`src/rtl/memory_controller_pkg.sv`:
```
// Shared definitions for the memory controller: FSM states, requester ids
// and the line-offset helper used to align addresses to cache lines.
package memory_controller_pkg;

   typedef enum logic [1:0] {
      ST_IDLE   = 2'd0,
      ST_WAIT   = 2'd1,
      ST_ACCESS = 2'd2,
      ST_RESP   = 2'd3
   } state_t;

   typedef enum logic {
      PORT_ICACHE = 1'b0,
      PORT_DCACHE = 1'b1
   } port_t;

   localparam int DEFAULT_CACHE_LINE_SIZE = 128;

   function automatic int line_offset_bits(input int line_size);
      return $clog2(line_size / 8);
   endfunction

   localparam int LINE_OFFSET_BITS = line_offset_bits(DEFAULT_CACHE_LINE_SIZE);

endpackage

```
`src/rtl/mem_round_robin_arbiter.sv`:
```
// Two-requester round-robin arbiter: on a tie the port that did not win
// last time is granted. Grant is one-hot, bit 0 = icache, bit 1 = dcache.
module mem_round_robin_arbiter
   import memory_controller_pkg::*;
(
   input  logic       icache_valid,
   input  logic       dcache_valid,
   input  port_t      last_grant,
   output logic [1:0] grant
);

   always_comb begin
      grant = 2'b00;
      if (icache_valid && (!dcache_valid || last_grant == PORT_DCACHE)) begin
         grant[0] = 1'b1;
      end else if (dcache_valid) begin
         grant[1] = 1'b1;
      end
   end

endmodule

```
`src/rtl/memory_controller.sv`:
```
// Single-outstanding memory controller between the I/D caches and Memory,
// emulating a fixed main-memory latency before a one-cycle memory access.
module memory_controller
   import memory_controller_pkg::*;
#(
   parameter int MEMORY_LOCATIONS = 4096,
   parameter int ADDRESS_SIZE     = 12,
   parameter int CACHE_LINE_SIZE  = 128,
   parameter int MEM_LATENCY      = 5
)(
   input  logic                       clk,
   input  logic                       rst_n,
   input  logic                       icache_req_valid,
   input  logic [ADDRESS_SIZE-1:0]    icache_req_address,
   output logic                       icache_req_ready,
   output logic                       icache_resp_valid,
   input  logic                       dcache_req_valid,
   input  logic                       dcache_req_write,
   input  logic [ADDRESS_SIZE-1:0]    dcache_req_address,
   input  logic [CACHE_LINE_SIZE-1:0] dcache_req_data,
   output logic                       dcache_req_ready,
   output logic                       dcache_resp_valid,
   output logic [CACHE_LINE_SIZE-1:0] resp_data,
   output logic                       mem_read_enable,
   output logic                       mem_write_enable,
   output logic [ADDRESS_SIZE-1:0]    mem_address,
   output logic [CACHE_LINE_SIZE-1:0] mem_data_in,
   input  logic [CACHE_LINE_SIZE-1:0] mem_data_out
);

   localparam int OFFSET_BITS = line_offset_bits(CACHE_LINE_SIZE);
   localparam int CNT_W       = $clog2(MEM_LATENCY + 1);

   if (MEM_LATENCY < 1 || (1 << ADDRESS_SIZE) != MEMORY_LOCATIONS) begin : g_bad_params
      $error("memory_controller: inconsistent MEM_LATENCY / ADDRESS_SIZE / MEMORY_LOCATIONS");
   end

   state_t                     state;
   port_t                      last_grant;
   port_t                      cur_port;
   logic                       cur_write;
   logic [CNT_W-1:0]           count;
   logic [1:0]                 grant;
   logic [CACHE_LINE_SIZE-1:0] resp_line_q;
   logic [ADDRESS_SIZE-1:0]    aligned_address;
   logic                       accept_icache;
   logic                       accept_dcache;

   mem_round_robin_arbiter u_arbiter (
      .icache_valid (icache_req_valid),
      .dcache_valid (dcache_req_valid),
      .last_grant   (last_grant),
      .grant        (grant)
   );

   assign icache_req_ready = rst_n && (state == ST_IDLE) && grant[0];
   assign dcache_req_ready = rst_n && (state == ST_IDLE) && grant[1];
   assign accept_icache    = icache_req_valid && icache_req_ready;
   assign accept_dcache    = dcache_req_valid && dcache_req_ready;

   always_comb begin
      aligned_address = grant[1] ? dcache_req_address : icache_req_address;
      aligned_address[OFFSET_BITS-1:0] = '0;
   end

   // Memory reads are synchronous, so the line only appears during RESP;
   // it is forwarded then and held in resp_line_q from then on.
   assign resp_data = (state == ST_RESP && !cur_write) ? mem_data_out : resp_line_q;

   always_ff @(posedge clk or negedge rst_n) begin
      if (!rst_n) begin
         state             <= ST_IDLE;
         last_grant        <= PORT_DCACHE;
         cur_port          <= PORT_ICACHE;
         cur_write         <= 1'b0;
         count             <= '0;
         resp_line_q       <= '0;
         mem_read_enable   <= 1'b0;
         mem_write_enable  <= 1'b0;
         mem_address       <= '0;
         mem_data_in       <= '0;
         icache_resp_valid <= 1'b0;
         dcache_resp_valid <= 1'b0;
      end else begin
         mem_read_enable   <= 1'b0;
         mem_write_enable  <= 1'b0;
         icache_resp_valid <= 1'b0;
         dcache_resp_valid <= 1'b0;
         case (state)
            ST_IDLE: begin
               if (accept_icache || accept_dcache) begin
                  cur_port    <= accept_dcache ? PORT_DCACHE : PORT_ICACHE;
                  last_grant  <= accept_dcache ? PORT_DCACHE : PORT_ICACHE;
                  cur_write   <= accept_dcache && dcache_req_write;
                  mem_address <= aligned_address;
                  if (accept_dcache) begin
                     mem_data_in <= dcache_req_data;
                  end
                  count <= CNT_W'(MEM_LATENCY - 1);
                  state <= ST_WAIT;
               end
            end
            ST_WAIT: begin
               if (count == '0) begin
                  mem_read_enable  <= !cur_write;
                  mem_write_enable <= cur_write;
                  state            <= ST_ACCESS;
               end else begin
                  count <= count - CNT_W'(1);
               end
            end
            ST_ACCESS: begin
               icache_resp_valid <= (cur_port == PORT_ICACHE);
               dcache_resp_valid <= (cur_port == PORT_DCACHE);
               state             <= ST_RESP;
            end
            ST_RESP: begin
               if (!cur_write) begin
                  resp_line_q <= mem_data_out;
               end
               state <= ST_IDLE;
            end
            default: state <= ST_IDLE;
         endcase
      end
   end

endmodule

```
`config.mk`:
```
export PLATFORM = sky130hd
export DESIGN_NAME = memory_controller
export DESIGN_NICKNAME = d
export VERILOG_FILES = /design/src/rtl/memory_controller_pkg.sv /design/src/rtl/mem_round_robin_arbiter.sv /design/src/rtl/memory_controller.sv
export SDC_FILE = /design/constraint.sdc
export NUM_CORES = 1
export LEC_CHECK = 0
export BUFFER_PORTS_ARGS = -buffer_cell sky130_fd_sc_hd__buf_2
export CORE_AREA = 10 10 207 209
export CTS_BUF_LIST = sky130_fd_sc_hd__clkbuf_16
export DETAILED_ROUTE_END_ITERATION = 10
export DIE_AREA = 0 0 217 219
export PLACE_DENSITY = 0.56
export SETUP_SLACK_MARGIN = 0.5
export SYNTH_ARGS = -nofsm -noshare
export SYNTH_HDL_FRONTEND = slang
export SYNTH_SLANG_ARGS = --single-unit
```
`constraint.sdc`:
```
create_clock -name clk -period 2.2 [get_ports clk]
set_input_delay 0.11 -clock clk [delete_from_list [all_inputs] [get_ports clk]]
set_output_delay 0.11 -clock clk [all_outputs]
set_load 0.01 [all_outputs]
```
# Word level (Yosys, flattened, before mapping)
# Index checks and enable logic that the tools add are counted.
[totals]
reg_bits = 276
in_bits = 285
output_inout_bits = 274
elab_cells = 59
[op_classes]
addsub = 1
n_eq_ne = 6
muxes = 18
bitwise_logic = 2
reduce_logical = 20
[op_table]
columns = ["op", "n"]
rows = [
  ["$mux 128", 1],
  ["$mux 12", 1],
  ["$mux 1", 10],
  ["$logic_and 1x1->1", 8],
  ["$pmux 2 s4", 1],
  ["$mux 3", 2],
  ["$pmux 3 s2", 1],
  ["$reduce_and 2->1", 3],
  ["$reduce_and 3->1", 2],
  ["$eq 2x2->1 const B", 2],
  ["$mux 2", 2],
  ["$ne 2x2->1 const B", 2],
  ["$logic_not 3->1", 1],
  ["$sub 3x1->3 const B", 1],
  ["$eq 2x1->1 const B", 1],
  ["$logic_not 1->1", 2],
  ["$logic_not 2->1", 1],
  ["$logic_or 1x1->1", 2],
  ["$ne 2x1->1 const B", 1],
  ["$not 1->1", 2],
  ["$reduce_bool 2->1", 1],
]

# Depth between registers and ports, before layout
[logic_depth]
ltp_word = 9
mapped_depth = 8
mapped_depth_nobuf = 6

# Cells and area by module
# From an unflattened synthesis, not the netlist that was laid out.
[unflattened]
hier_cells = 921
hier_area_um2 = 10700.3
[modules_own_cells]
columns = ["module", "n_inst", "cells_each", "area_each_um2", "seq_area_each_um2"]
rows = [
  ["memory_controller", 1, 918, 10681.5, 6907.9],
  ["mem_round_robin_arbiter", 1, 3, 18.8, 0.0],
]

# Worst setup path after synthesis
# Ideal clock, no wire load.
[synth_timing]
kind = "flip-flop to flip-flop"
startpoint = "reg state[0]"
endpoint = "reg mem_data_in[67]"
setup_ns = 0.127
arrival_ns = 1.770
required_time_ns = 2.073
setup_slack_ns = 0.303
stages_incl_launch_ff = 9
path_buffers = 4
synth_period_minus_slack_ns = 1.897
cell_sequence = "dfrtp_1 -> inv_1 -> ha_1 -> clkbuf_1 -> and3_1 -> buf_4 -> buf_12 -> buf_8 -> mux2_1"
[synth_via]
elab_chain_len = 6
elab_cells_between_ends = 8
cone_classes = "8 x reduce/logical"
[synth_lines]
columns = ["element", "line_no", "rtl"]
rows = [
  ["start, declared", "memory_controller.sv:38", "state_t state;"],
  ["start signal, assigned", "memory_controller.sv:72", "state <= ST_IDLE;"],
  ["start signal, assigned", "memory_controller.sv:100", "state <= ST_WAIT;"],
  ["start signal, assigned", "memory_controller.sv:107", "state <= ST_ACCESS;"],
  ["$logic_not 2->1 (*)", "memory_controller.sv:57", "assign dcache_req_ready = rst_n && (state == ST_IDLE) && grant[1];"],
  ["$logic_and 1x1->1 (*) (2 in series)", "memory_controller.sv:57", ""],
  ["net dcache_req_ready", "memory_controller.sv:21", "output logic dcache_req_ready,"],
  ["$logic_and 1x1->1 (*)", "memory_controller.sv:59", "assign accept_dcache = dcache_req_valid && dcache_req_ready;"],
  ["$logic_or 1x1->1", "memory_controller.sv:91", "if (accept_icache || accept_dcache) begin"],
  ["$reduce_and 3->1 (no source line) (*)", "-", ""],
  ["end signal, assigned", "memory_controller.sv:97", "mem_data_in <= dcache_req_data;"],
  ["end, declared", "memory_controller.sv:27", "output logic [CACHE_LINE_SIZE-1:0] mem_data_in,"],
]
# Mark *: on every way through the listed nets, which the timed path passes. The rest lies on a longest branch.
# A chain may end at the register's enable or synchronous reset.

# Worst setup path after layout
[layout_timing]
startpoint = "reg state[0]"
endpoint = "out resp_data[29]"
[layout_via]
elab_chain_len = 3
[layout_lines]
columns = ["element", "line_no", "rtl"]
rows = [
  ["$eq 2x2->1", "memory_controller.sv:68", "assign resp_data = (state == ST_RESP && !cur_write) ? mem_data_out : resp_line_q;"],
  ["$logic_and 1x1->1", "memory_controller.sv:68", ""],
  ["$mux 128", "memory_controller.sv:68", ""],
  ["end, declared", "memory_controller.sv:23", "output logic [CACHE_LINE_SIZE-1:0] resp_data,"],
]
# Every way passes these cells.

==> out/results.txt <==
status: finished, violations left
failing checks: negative setup slack
clock share of power: 18.2%
clock tree root buffer cell: clkbuf_16
number of remaining DRC errors: 0
Worst slew margin: 42.1%
setup violators final: 112
RSZ-0062 raised after global routing: true
Tmin final: 2310 ps
I/O pin count: 559
Avg Cell Area, Syn: 16.9 µm²
Worst Tran Pin Value: 869 ps
clock sink count: 276
CTS tree: built
CP Max Fanout: 11
Clock Skew: 14.1 ps
Die Wd: 217 µm
worst min-delay path class: in -> async
crit path DAT: 2200 ps
Max Clk Rate: 0.432 GHz
crit path launch type: flop
total routed wirelength: 42200 µm
Net count, final: 1822
Finished Core Util: 49.7%
Final Cycle Share: 105%
number of global-route vias before repair: 10200
Net Sw Power: 9.28 mW
# port buffers: 546
Mapped Area: 10900 µm²
vias per cell: 4.31
Comb power frac: 49.2%
Max clock buf depth: 3
Core Area: 38600 µm²
total track usage: 16.4%
switching share of power: 34.4%
Worst-path clk slew: 60 ps
CP Capture Type: output pin
Pre-antenna DRT Iters: 4
Syn Inst Count: 646
post-synth top area share: 63.1%
initial antenna violation count: 3
largest net degree at the start of global routing: 149
Crit Path Category: reg -> out
vias post-DR: 8939
Die Span Y: 219 µm
hpwl dp: 26900 µm
GR Overflow Total: 0
setup ws final: -115 ps
Post-synth ARST share: 100%
Max-Cap Viols: 0
Placer Congestion: 0.770
Max rail drop VDD: 0.827 mV
post-synthesis sequential area ratio: 63.3%
row count: 72
die area: 47500 µm²
Initial DRC Count: 359
register bit total from synthesis: 276
Pleak: 9.37 nW
Post-synth top flop: dfrtp_1
Int Power: 17.7 mW
Post-synth EDFFs: 0
first-pass GRT wire length: 61700 µm
H-tree Lvls: 1
Synth cell types: 34
leading post-synthesis cells by cell area: dfrtp_1 (63%), mux2_2 (19%), mux2_4 (9.6%)
pre-CTS WS: 295 ps
Final ANT Viol Nets: 0
area leader, netlist: dfrtp_1
drt wl/cell: 20.4 µm
Final Slew Violations: 0
area growth from synthesis to layout: 75.8%
fraction of layout cells with a size suffix above 1: 59.0%
Reg power frac: 32.6%
CP required: 2090 ps
Power Density: 1410 nW/µm²
total number of yosys warnings: 0
worst skew pair latency: 560 ps
most common cell in the synthesized netlist: dfrtp_1
total CTS buffers: 30
Initial Utilization: 28.3%
final hold vios: 0
top post-synthesis cells by count: dfrtp_1 (275), mux2_2 (182), mux2_4 (70)
-- worst max-delay path, cell delays in order, from the launching register on --
cell and delay, ps:
dfrtp_1 380, ha_1 210, nor2b_4 130, buf_12 150, buf_4 150, clkbuf_16 160
mux2_4 310, buf_4 160
-- logic make-up (layout without fill, tap and decap cells) --
logic type,after synthesis,in the layout,share of synthesized area (%)
flip-flops,276,276,63.3
multiplexers,267,267,29.9
buffers and inverters,43,948,3.26
AND/OR/NAND/NOR,29,29,1.32
AO/OA/AOI/OAI,23,23,1.40
adder cells (fa/ha/maj),7,7,0.803
other,1,7,0.0344
-- metal layers --
metal  share of wire, %  up-vias  track usage, %  wire, µm
met5                  0        -               0         0
met4                3.4        0            6.15      1440
met3                6.8       74            4.79      2890
met1                 38     4490            18.2     16000
li1                   -     4033               -         -
met2                 52      342            29.1     21900
-- power by group through the flow --
stage / combinational (mW) / clock (mW) / sequential, mW
after floorplan: 5.81 / 0 / 9.19
after global routing: 14.1 / 5.31 / 9.07
after CTS: 12.5 / 5.10 / 8.69
after global placement: 10.9 / 0 / 8.64
final: 13.3 / 4.91 / 8.79
after detailed placement: 10.9 / 0 / 8.73
-- flip-flops by register name, indices dropped and copies added (netlist names) --
signal             flops
mem_data_in          128
resp_line_q          128
mem_address            8
count                  3
state                  2
cur_port               1
cur_write              1
dcache_resp_valid      1
icache_resp_valid      1
last_grant             1
mem_read_enable        1
mem_write_enable       1
-- cells in the final DEF (no fill, tap or decap), drive strengths merged --
cell         count
nand2           14
dlygate4sd3    274
o22ai            1
dfstp            1
conb             4
o211ai           1
and2             1
mux2           258
a22o             1
clkinv          15
nand3b           2
clkbuf          37
dfrtp          275
nor2             2
bufbuf           4
diode            3
a21o             3
a21oi            4
bufinv           3
inv             13
ha               7
buf            602
a221oi           1
o21ai           10
and3             2
nand2b           2
nor3             1
nor2b            4
mux2i            9
o2111ai          1
a211o            1
nor3b            1
-- metrics by stage --
stage	area, µm²	setup TNS, ps	power [mW]	hold slack (ps)	std cells
5_1_grt	19200	-19110	28.5	54.3	2075
2_1_floorplan	11000	0	15.0	-186	649
6_report	19200	-7170	27.0	63.7	2075
3_3_place_gp	14200	0	19.5	-12.5	1694
3_5_place_dp	14200	0	19.7	-11.3	1694
4_1_cts	18700	-11420	26.3	-201	2054
-- layout make-up --
type                       count  area [µm²]
sequential                   276        6910
antenna                        3        7.51
multi-input combinational    330        3940
timing repair buffer         886        6680
fill                        3274       19400
clock inverter                25         188
clock buffer                  31         776
tap                          518         648
inverter                       6        27.5
-- timing repair --
action                                  CTS  global route
cloned                                   11             8
gates resized for setup                  77            45
endpoints found under the setup margin  279           261
hold buffers                            273             1
endpoints found under the hold margin   541             1
buffers inserted                         20             9
pin swaps                                 1             1
-- final timing paths --
| kind | slack [ps] | startpoint | endpoint | cells after the start |
|---|---|---|---|---|
| setup / recovery | -110 | state[0]$_DFFE_PN0P_ | resp_data[29] | 7 |
| hold / removal | 60 | rst_n | count[0]$_DFFE_PN0P_ | 2 |
| setup reg to reg | 240 | state[1]$_DFFE_PN0P_ | mem_data_in[91]$_DFFE_PN0P_ | 8 |
| hold reg to reg | 470 | mem_address[9]$_DFFE_PN0P_ | mem_address[9]$_DFFE_PN0P_ | 2 |
| max in group asynchronous | 1030 | rst_n | resp_line_q[45]$_DFFE_PN0P_ | 3 |
| min in group clk | 60 | icache_req_valid | cur_port$_DFFE_PN0P_ | 4 |
No activity file was read; power rests on OpenSTA's default activity.
